===== src/rtl/timer_pkg.sv =====
// timer_pkg: state encoding and default parameters shared by the countdown timer and the stopwatch.
package timer_pkg;

    typedef enum logic [1:0] {
        IDLE    = 2'd0,
        RUNNING = 2'd1,
        PAUSED  = 2'd2,
        EXPIRED = 2'd3
    } state_t;

    localparam int DEF_WIDTH    = 32;
    localparam int DEF_DEBOUNCE = 3;
    localparam int DEF_TICK_DIV = 1;

endpackage


===== src/rtl/button_debounce.sv =====
// button_debounce: 2-flop synchroniser, stable-count debounce and one-cycle pulse on the debounced rising edge.
module button_debounce #(
    parameter int DEBOUNCE = 3
) (
    input  logic clk,
    input  logic rst_n,
    input  logic btn,
    output logic pulse
);

    localparam int CW = $clog2(DEBOUNCE + 1);

    logic          sync1, sync2, level, level_q;
    logic [CW-1:0] cnt;

    always_ff @(posedge clk or negedge rst_n) begin
        if (!rst_n) begin
            sync1   <= 1'b0;
            sync2   <= 1'b0;
            level   <= 1'b0;
            level_q <= 1'b0;
            cnt     <= '0;
            pulse   <= 1'b0;
        end else begin
            sync1   <= btn;
            sync2   <= sync1;
            level_q <= level;
            pulse   <= level & ~level_q;
            // any agreeing sample restarts the stability count
            if (sync2 == level) begin
                cnt <= '0;
            end else if (cnt == CW'(DEBOUNCE - 1)) begin
                cnt   <= '0;
                level <= ~level;
            end else begin
                cnt <= cnt + 1'b1;
            end
        end
    end

endmodule


===== src/rtl/countdown_timer.sv =====
// countdown_timer: loadable down-counter with debounced start/stop buttons, prescaled ticks and a done pulse on expiry.
module countdown_timer
    import timer_pkg::*;
#(
    parameter int WIDTH    = DEF_WIDTH,
    parameter int DEBOUNCE = DEF_DEBOUNCE,
    parameter int TICK_DIV = DEF_TICK_DIV
) (
    input  logic             i_clk,
    input  logic             i_reset_n,
    input  logic             i_load,
    input  logic [WIDTH-1:0] i_load_value,
    input  logic             i_start,
    input  logic             i_stop,
    output logic [WIDTH-1:0] o_data,
    output logic             o_running,
    output logic             o_expired,
    output logic             o_done
);

    localparam int PW = TICK_DIV > 1 ? $clog2(TICK_DIV) : 1;

    state_t        state;
    logic [PW-1:0] presc;
    logic          start_ev, stop_ev, go, halt, tick;

    button_debounce #(.DEBOUNCE(DEBOUNCE)) u_start (
        .clk   (i_clk),
        .rst_n (i_reset_n),
        .btn   (i_start),
        .pulse (start_ev)
    );

    button_debounce #(.DEBOUNCE(DEBOUNCE)) u_stop (
        .clk   (i_clk),
        .rst_n (i_reset_n),
        .btn   (i_stop),
        .pulse (stop_ev)
    );

    // simultaneous start and stop cancel each other
    assign go   = start_ev & ~stop_ev;
    assign halt = stop_ev & ~start_ev;
    assign tick = presc == PW'(TICK_DIV - 1);

    always_ff @(posedge i_clk or negedge i_reset_n) begin
        if (!i_reset_n) begin
            state     <= IDLE;
            presc     <= '0;
            o_data    <= '0;
            o_running <= 1'b0;
            o_expired <= 1'b0;
            o_done    <= 1'b0;
        end else begin
            o_done <= 1'b0;
            if (i_load && state != RUNNING) begin
                state     <= IDLE;
                o_data    <= i_load_value;
                o_running <= 1'b0;
                o_expired <= 1'b0;
            end else begin
                case (state)
                    IDLE, PAUSED: begin
                        if (go && o_data != '0) begin
                            state     <= RUNNING;
                            o_running <= 1'b1;
                            presc     <= '0;
                        end else if (halt) begin
                            state  <= IDLE;
                            o_data <= '0;
                        end
                    end
                    RUNNING: begin
                        // a stop landing on a tick cycle suppresses the decrement
                        if (halt) begin
                            state     <= PAUSED;
                            o_running <= 1'b0;
                        end else if (tick) begin
                            presc  <= '0;
                            o_data <= o_data - 1'b1;
                            if (o_data == WIDTH'(1)) begin
                                state     <= EXPIRED;
                                o_running <= 1'b0;
                                o_expired <= 1'b1;
                                o_done    <= 1'b1;
                            end
                        end else begin
                            presc <= presc + 1'b1;
                        end
                    end
                    EXPIRED: begin
                        if (halt) begin
                            state     <= IDLE;
                            o_expired <= 1'b0;
                        end
                    end
                    default: state <= IDLE;
                endcase
            end
        end
    end

endmodule


===== config.mk =====
export PLATFORM = sky130hd
export DESIGN_NAME = countdown_timer
export DESIGN_NICKNAME = d
export VERILOG_FILES = /design/src/rtl/timer_pkg.sv /design/src/rtl/button_debounce.sv /design/src/rtl/countdown_timer.sv
export SDC_FILE = /design/constraint.sdc
export NUM_CORES = 1
export LEC_CHECK = 0
export BUFFER_PORTS_ARGS = -buffer_cell sky130_fd_sc_hd__buf_2
export CAP_MARGIN = 20
export CORE_ASPECT_RATIO = 1.25
export CORE_MARGIN = 3
export CORE_UTILIZATION = 58
export DETAILED_ROUTE_END_ITERATION = 12
export GPL_ROUTABILITY_DRIVEN = 0
export PLACE_DENSITY = 0.87
export SLEW_MARGIN = 20
export SYNTH_ARGS = -nofsm -noshare
export SYNTH_HDL_FRONTEND = slang
export SYNTH_SLANG_ARGS = --single-unit

===== constraint.sdc =====
create_clock -name i_clk -period 6.4 [get_ports i_clk]
set_input_delay 0.64 -clock i_clk [delete_from_list [all_inputs] [get_ports i_clk]]
set_output_delay 0.64 -clock i_clk [all_outputs]
set_load 0.03 [all_outputs]

==> out/metrics.yaml <==
postCtsHoldBufs: 0
min_from: "u_stop.sync1"
drive_gt1_share_pct: 24.1
post-route-min-period_ps: 2640
syn_avg_cell_area_um2: 8.93
root_buffer: "clkbuf_8"
crit_path_end_kind: "register"
ant_nets: 0
wirelength_um: 7960
synth.net_count: 368
hold_viol: 0
syn_to_final_growth_pct: 17.4
row_count: 28
setup_viol: 0
fp.dieH_um: 85.4
timing.final.max_slew_violations: 0
synthCells: 328
postCtsSetupBuffers: 0
rsz0062_at_grt: "no"
ios: 72
hpwl_um: 5450
synth_top_area_share_pct: 43.6
syn_area_um2: 2930
power_density_nw_per_um2: 530
ys_top_cells_by_area: "dfrtp_1 (44%), o21ai_0 (5.5%), nor2_1 (4.5%), a21oi_1 (3.9%), clkbuf_1 (2.4%)"
seqCellArea_um2: 1280
async_flop_share_pct: 100
skew_ps: 10.1
grt_first_pass_wirelength_um: 13200
cts_resized: 0
arrival_ps: 2840
startpoint_type: "register"
clk_pin_slew_ps: 90
reg2regPathDepth: 5
cts_buffers: 5
crit_type: "register to register"
setup_tns_ps: 0
cts_tree: "done"
min_to: "u_stop.sync2"
port_buffers: 71
vias: 2942
r2r-end: "o_data[29]"
cp_max_fo: 10
crit_required_ps: 6610
seq_area_frac_synth_pct: 43.6
final_nets: 429
worstSkewPairLatency_ps: 310
rrSetupSlack_ps: 3760
synth.distinct_cells: 60
drcViolationCount: 0
die_w_um: 69.6
multi_input_area_um2: 1540
grt_max_degree: 52
worst_pin_slew_ps: 1060
avgRoutedWirePerCell_um: 17.7
post-route-period-util_pct: 41.2
core-area_um2: 4800
maxCapViolCount: 0
die_area_um2: 5940
n_antenna_cell: 0
gr-total-overflow: 0
synth_common_cells: "dfrtp_1 (51), nor2_1 (35), o21ai_0 (32)"
hold_class: "register to register"
start_util_pct: 61.0
timing.rr.start: "o_data[6]"
post-route-util_pct: 71.6
drtPass1Iterations: 5
ys.flop_type: "dfrtp_1"
slew_headroom_pct: 29.6
fin_ws_ps: 3760
clock_sinks: 51
grt_pass1_vias: 2852
htreeDepth: 2
pre_cts_ws_ps: 3800
yosysTopAreaCell: "dfrtp_1"
ys_seq_elements: 51
antenna_found_initial: 0
num-fill-cells: 357
yosysMostFrequentCell: "dfrtp_1"
synth-edff-count: 0
routed_via_density: 6.54
hold_depth: 0
ys_warn_count: 0
clk_path_buf_depth: 2
fmax_mhz: 379
power_leakage_uw: 0.00154
drtIter0Drc: 374
status: "completed"
ir_drop_mv: 0.306
grtUsageTotal_pct: 27.8
[power by group]
group	switching [uW]	internal [uW]	total, uW
Sequential	175	452	627
Clock	108	156	265
Combinational	621	308	929
Total	904	916	1820
[cell usage in the layout (no fill, tap or decap), types with 6 or more instances in the layout]
cell type	instances
buf_2	71
dfrtp_1	51
nor2_1	35
o21ai_0	32
a21oi_1	23
nand2_1	19
nor3_1	14
nor4_1	11
nor2b_1	7
nand3_1	7
a31oi_1	7
a32oi_1	7
inv_1	6
or3_1	6
nand4_1	6
[how the worst max path moves through the flow]
| stage | start | to | slack (ps) | cells past startpoint |
|---|---|---|---|---|
| floorplan | o_data[0] | o_data[14] | 3850 | 8 |
| global placement | o_data[7] | o_data[29] | 3910 | 5 |
| detailed placement | o_data[7] | o_data[29] | 3800 | 5 |
| CTS | o_data[6] | o_data[29] | 3790 | 5 |
| global route | o_data[6] | o_data[29] | 3620 | 5 |
| finish | o_data[6] | o_data[29] | 3760 | 5 |
[cell families (layout without fill, tap and decap cells)]
| family | count (synthesis) | count (layout) | synth area share, % |
|---|---|---|---|
| buf+inv | 28 | 90 | 3.97 |
| xor+xnor | 2 | 2 | 0.598 |
| flops | 51 | 51 | 43.6 |
| fa+ha+maj | 3 | 3 | 1.28 |
| simple gates | 131 | 131 | 24.3 |
| mux | 3 | 3 | 1.11 |
| compound gates | 110 | 110 | 25.1 |
[flip-flops by register name (all words and copies together) (netlist names), 2 cells and up]
signal	flops
state	2
o_data	32
u_start.cnt	2
u_stop.cnt	2
[layout make-up]
type                            count  share of cell area [%]
Sequential cell                    51                    37.1
Tap cell                           60                    2.18
Clock buffer                        6                    2.11
Timing Repair Buffer               76                    11.4
Clock inverter                      2                    1.75
Multi-Input combinational cell    249                    44.7
Inverter                            6                   0.655
[per-layer routing]
layer | track usage [%] | routed length [um]
met5 | 0 | 0
met2 | 46.9 | 3880
met3 | 5.57 | 570
met1 | 34.2 | 3260
met4 | 13.0 | 242
[stage by stage]
stage | hold slack [ps] | cells | total power, uW | area, um2
after global placement | 335 | 442 | 1520 | 3300
final | 360 | 450 | 1820 | 3440
after CTS | 362 | 450 | 1810 | 3430
after global routing | 365 | 450 | 1940 | 3440
after detailed placement | 338 | 442 | 1540 | 3300
after floorplan | 331 | 328 | 1280 | 2930
[worst max-delay path, stage by stage, from the launching register on]
cell and delay (ps):
dfrtp_1 430, or3_1 530, nor4_4 660, nand4_2 240, or4_1 460, a31o_1 230
No activity file was read; power rests on OpenSTA's default activity.
